**src/rtl/reg_wb_ctrl.sv**
```systemverilog
// rtl/reg_wb_ctrl.sv - register file write-back arbiter (ALU + long-unit FIFO) with pending-destination scoreboard
module reg_wb_ctrl #(
    parameter int XLEN       = 32,
    parameter int FIFO_DEPTH = 2
) (
    input  logic            clk,
    input  logic            rst,
    input  logic            alu_valid,
    input  logic [4:0]      alu_rd,
    input  logic [XLEN-1:0] alu_data,
    input  logic            lu_valid,
    output logic            lu_ready,
    input  logic [4:0]      lu_rd,
    input  logic [XLEN-1:0] lu_data,
    input  logic            iss_valid,
    input  logic [4:0]      iss_rd,
    input  logic [4:0]      chk_rs1,
    input  logic [4:0]      chk_rs2,
    input  logic [4:0]      chk_rd,
    output logic            hazard,
    output logic            RegWEn,
    output logic [4:0]      rsW,
    output logic [XLEN-1:0] dataW
);

    localparam int              PW       = $clog2(FIFO_DEPTH);
    localparam logic [PW:0]     LP_DEPTH = (PW+1)'(FIFO_DEPTH);

    logic [4:0]      r_fifo_rd   [FIFO_DEPTH];
    logic [XLEN-1:0] r_fifo_data [FIFO_DEPTH];
    logic [PW-1:0]   r_wr_ptr;
    logic [PW-1:0]   r_rd_ptr;
    logic [PW:0]     r_count;
    logic [31:0]     r_pending;
    logic            r_regwen;
    logic [4:0]      r_rsw;
    logic [XLEN-1:0] r_dataw;

    logic            w_push;
    logic            w_pop;
    logic [4:0]      w_head_rd;
    logic [XLEN-1:0] w_head_data;
    logic [31:0]     w_pending_nxt;

    // Ready comes from the registered count only, so a same-cycle pop never frees a slot early.
    assign lu_ready    = rst & (r_count < LP_DEPTH);
    assign w_push      = lu_valid & lu_ready;
    assign w_pop       = ~alu_valid & (r_count != '0);
    assign w_head_rd   = r_fifo_rd[r_rd_ptr];
    assign w_head_data = r_fifo_data[r_rd_ptr];

    assign hazard = r_pending[chk_rs1] | r_pending[chk_rs2] | r_pending[chk_rd];

    assign RegWEn = r_regwen;
    assign rsW    = r_rsw;
    assign dataW  = r_dataw;

    // Set is applied after clear so a same-edge reissue keeps the register pending.
    always_comb begin
        w_pending_nxt = r_pending;
        if (w_pop && (w_head_rd != 5'd0)) begin
            w_pending_nxt[w_head_rd] = 1'b0;
        end
        if (iss_valid && (iss_rd != 5'd0)) begin
            w_pending_nxt[iss_rd] = 1'b1;
        end
        w_pending_nxt[0] = 1'b0;
    end

    always_ff @(posedge clk) begin
        if (w_push) begin
            r_fifo_rd[r_wr_ptr]   <= lu_rd;
            r_fifo_data[r_wr_ptr] <= lu_data;
        end
    end

    always_ff @(posedge clk or negedge rst) begin
        if (!rst) begin
            r_wr_ptr  <= '0;
            r_rd_ptr  <= '0;
            r_count   <= '0;
            r_pending <= '0;
        end else begin
            r_pending <= w_pending_nxt;
            if (w_push) begin
                r_wr_ptr <= r_wr_ptr + 1'b1;
            end
            if (w_pop) begin
                r_rd_ptr <= r_rd_ptr + 1'b1;
            end
            case ({w_push, w_pop})
                2'b10:   r_count <= r_count + 1'b1;
                2'b01:   r_count <= r_count - 1'b1;
                default: r_count <= r_count;
            endcase
        end
    end

    always_ff @(posedge clk or negedge rst) begin
        if (!rst) begin
            r_regwen <= 1'b0;
            r_rsw    <= 5'd0;
            r_dataw  <= '0;
        end else if (alu_valid) begin
            r_regwen <= (alu_rd != 5'd0);
            r_rsw    <= alu_rd;
            r_dataw  <= alu_data;
        end else if (w_pop) begin
            r_regwen <= (w_head_rd != 5'd0);
            r_rsw    <= w_head_rd;
            r_dataw  <= w_head_data;
        end else begin
            r_regwen <= 1'b0;
        end
    end

endmodule

```
**config.mk**
```make
export PLATFORM = sky130hd
export DESIGN_NAME = reg_wb_ctrl
export DESIGN_NICKNAME = d
export VERILOG_FILES = /design/src/rtl/reg_wb_ctrl.sv
export SDC_FILE = /design/constraint.sdc
export NUM_CORES = 1
export LEC_CHECK = 0
export CORE_MARGIN = 2
export CORE_UTILIZATION = 51
export CTS_CLUSTER_SIZE = 14
export DETAILED_ROUTE_END_ITERATION = 12
export PLACE_DENSITY_LB_ADDON = 0.08
export SYNTH_ARGS = -nofsm -noshare
export SYNTH_HDL_FRONTEND = slang
export SYNTH_SLANG_ARGS = --single-unit
```
**constraint.sdc**
```tcl
create_clock -name clk -period 3.1 [get_ports clk]
set_input_delay 0.62 -clock clk [delete_from_list [all_inputs] [get_ports clk]]
set_output_delay 0.62 -clock clk [all_outputs]
set_load 0.02 [all_outputs]
```
==> summary.txt <==
STA
  • Max_slew headroom: 0.4174
  • Fin crit period: around 3000 ps
  • Clock Skews: 5.100 ps
  • Fmax: ~330 MHz
  • Unrepaired setup endpoints after global routing: no
  • Fin. max-slew vios: 0
  • Least-Margin Pin Slew: between 800 and 900 ps
  • Final Hold Vio Count: 0
  • Share of the clock period used by the worst path: 0.9786
  • Endpoints failing setup: 0

Synth
  • Post-synthesis sequential area ratio: 0.6023
  • Post-synthesis cell count: approximately 560
  • Syn Nets: between 600 and 700
  • Library cells used by synthesis: 47
  • Mean post-synth cell area: 11.98 um2
  • Primary FF master, synth: edfxtp_1
  • Seq cells post-synth: ~150
  • Post-synth ARST share: 0.4966
  • Warnings, synthesis: 0
  • Number of enable flip-flop cells after synthesis: 74
  • Area of the mapped netlist: between 0.006 and 0.007 mm2

Place
  • Port-buffer cells: between 100 and 150
  • Placed cells: 868
  • DP Area: 0.008388 mm2
  • GP Congestion: 0.9349
  • Detailed placement HPWL: 12390 um

Clock tree
  • H-tree levels: 4
  • CTS Hold Buffers Added: 0
  • Cts bufs inserted: 17
  • Clock sinks: 147
  • # resized after CTS: 9
  • Postcts setup bufs: 0
  • CTS tree: yes
  • Clock root buffer: clkbuf_16
  • Clock slew at the register clock pins of the worst setup and hold paths: approximately 60 ps
  • CTS Buffer Depth: 2
  • Worst skew pair latency: 420 ps

Power and ir drop
  • Total power: around 0.0074 W
  • VDD IR max: 0.4926 mV
  • Pwr/cell area: roughly 800 mW/mm2
  • Static Leak: between 3 and 4 nW

Layout
  • Final instance area: roughly 0.0090 mm2
  • Share of cells above drive strength 1: 0.1223
  • Most frequent cells in the layout: 130 x clkdlybuf4s50_1, 105 x o21ai_0, 74 x edfxtp_1
  • Most common cell after layout, fill and taps aside: clkdlybuf4s50_1
  • NumNets Final: slightly above 800
  • Post-Layout Cell Count: around 900
  • Area grow syn2layout: 33.17%

Floorplanning
  • DIE WIDTH: approximately 120 um
  • Core Region: approximately 0.013 mm2
  • Rows: 41
  • Die height: between 100 and 150 um
  • I/O pins: 139
  • Starting Density: 0.5284
  • Die ar.: 0.01412 mm2

Hold path
  • Hold crit path type: input port to asynchronous set/reset pin

Critical path
  • Worst Setup End Kind: primary output
  • Worst r2r dst: r_count[1]
  • Buf/Inv on CP: 2
  • Critical-path maximum fanout: 5
  • R2r startpoint: r_count[0]
  • CP Launch Point: chk_rs1[1]
  • Reg2reg setup slack: around 930 ps
  • Worst path slowest cell: clkdlybuf4s50_1
  • Reg2Reg Depth: 5
  • Worst path cell trace: clkdlybuf4s50_1 -> mux2_2 -> a221oi_1 -> a2111oi_1 -> nor3_1 -> nand4_1 -> buf_4
  • Worst EP required: ~2500 ps
  • Worst Path Arrival: 2410 ps
  • WS Path Type: input port to primary output
  • CP Launch Type: input port
  • Slowest cell delay on critical path: ~600 ps
  • Crit-path leading delay family: buffers and inverters

Detailed routing
  • Drt via density: 5.699
  • TritonRoute pass-1 iters: 5
  • DRC viols: 0
  • WL/cell: 19.45 um
  • Routed wire length: 17520 um
  • Post-route ant nets: 0
  • Via count: ~5000
  • Detailed Route Iter0 Violations: slightly above 400

Global routing
  • All-Layer GR Usage: 0.2590
  • Initial antenna violation count: 1
  • Total grt overflow: 0
  • Pin count of the biggest net entering global routing: 58
  • First-pass GRT wire length: roughly 28000 um
  • Vias in the first global route: 5219

Status
  • Status: finished, final reports clean

Run
  • Max Cap Viol: 0
## logic make-up (layout without fill, tap and decap cells)
logic type / after synthesis / after routing / synth area share
compound gates: 157 / 157 / 0.1282
xor+xnor: 5 / 5 / 0.006515
fa+ha+maj: 1 / 1 / 0.001861
buf+inv: 32 / 199 / 0.02699
flops: 147 / 147 / 0.6023
mux: 72 / 72 / 0.1368
other cells: 0 / 1 / 0
simple gates: 147 / 147 / 0.09734
## metal layers
| layer | track usage | share of wire | up-vias |
|---|---|---|---|
| met5 | 0 | 0 | - |
| li1 | - | - | 2406 |
| met2 | 0.4195 | 0.49 | 225 |
| met3 | 0.07950 | 0.081 | 38 |
| met4 | 0.1004 | 0.023 | 0 |
| met1 | 0.3276 | 0.41 | 2466 |
## power breakdown
group / switching [W] / internal (W) / total (W)
clock: 0.000791 / 0.00111 / 0.00190
sequential: 0.000526 / 0.00254 / 0.00307
combinational: 0.00126 / 0.00115 / 0.00240
total: 0.00257 / 0.00480 / 0.00738
## worst max path at each step
stage / to / slack [ps] / depth (start not counted)
finish: hazard / 70 / 7
global route: hazard / 3 / 7
CTS: hazard / 40 / 8
detailed placement: hazard / -440 / 7
global placement: hazard / -410 / 7
floorplan: r_fifo_data[0][0] / 490 / 3
## state kept, by name (all words and copies together), names as in the netlist
name / cells
rsW: 5
r_wr_ptr: 1
dataW: 32
r_fifo_data: 64
RegWEn: 1
r_fifo_rd: 10
r_pending: 31
r_rd_ptr: 1
r_count: 2
## area by class of cell
| cell class | instances | area, um2 |
|---|---|---|
| Sequential cell | 147 | 4050 |
| Tap cell | 172 | 215.2 |
| Antenna cell | 1 | 2.502 |
| Multi-Input combinational cell | 382 | 2511 |
| Inverter | 4 | 15.01 |
| Clock inverter | 11 | 75.07 |
| Fill cell | 957 | 3770 |
| Clock buffer | 21 | 481.7 |
| Timing Repair Buffer | 163 | 1602 |
## per-stage QoR
step / hold slack [ps] / TNS, ps / setup slack (ps) / util
floorplan: 324.4 / 0 / 493.2 / -
global placement: 526.4 / -409.6 / -409.6 / 0.6593
detailed placement: 540.8 / -438.4 / -438.4 / 0.6593
CTS: 231.0 / 0 / 37.56 / 0.7028
global route: 259.6 / 0 / 3.204 / 0.7035
finish: 222.9 / 0 / 66.29 / 0.7037
## synth_stat cells, types with 2 or more instances
cell / count / share of area
o21ai_0: 105 / 0.078
edfxtp_1: 74 / 0.33
dfrtp_1: 73 / 0.27
nand2_1: 61 / 0.034
mux2i_1: 45 / 0.067
nor2_1: 43 / 0.024
a21oi_1: 33 / 0.025
mux2_2: 13 / 0.022
nand3_1: 12 / 0.0089
nor2b_1: 11 / 0.010
clkbuf_1: 10 / 0.0056
mux4_2: 9 / 0.030
buf_2: 6 / 0.0045
buf_6: 5 / 0.0084
buf_4: 4 / 0.0045
inv_1: 4 / 0.0022
mux4_1: 4 / 0.016
nand2b_1: 4 / 0.0037
a2111oi_0: 3 / 0.0039
nand3b_1: 3 / 0.0033
nor3_1: 3 / 0.0022
o2111ai_1: 3 / 0.0039
xnor2_1: 3 / 0.0039
a221oi_1: 2 / 0.0026
buf_1: 2 / 0.0011
nand4_1: 2 / 0.0019
nor4b_1: 2 / 0.0026
o22ai_1: 2 / 0.0019
xor2_1: 2 / 0.0026
No activity file was read; power rests on OpenSTA's default activity.
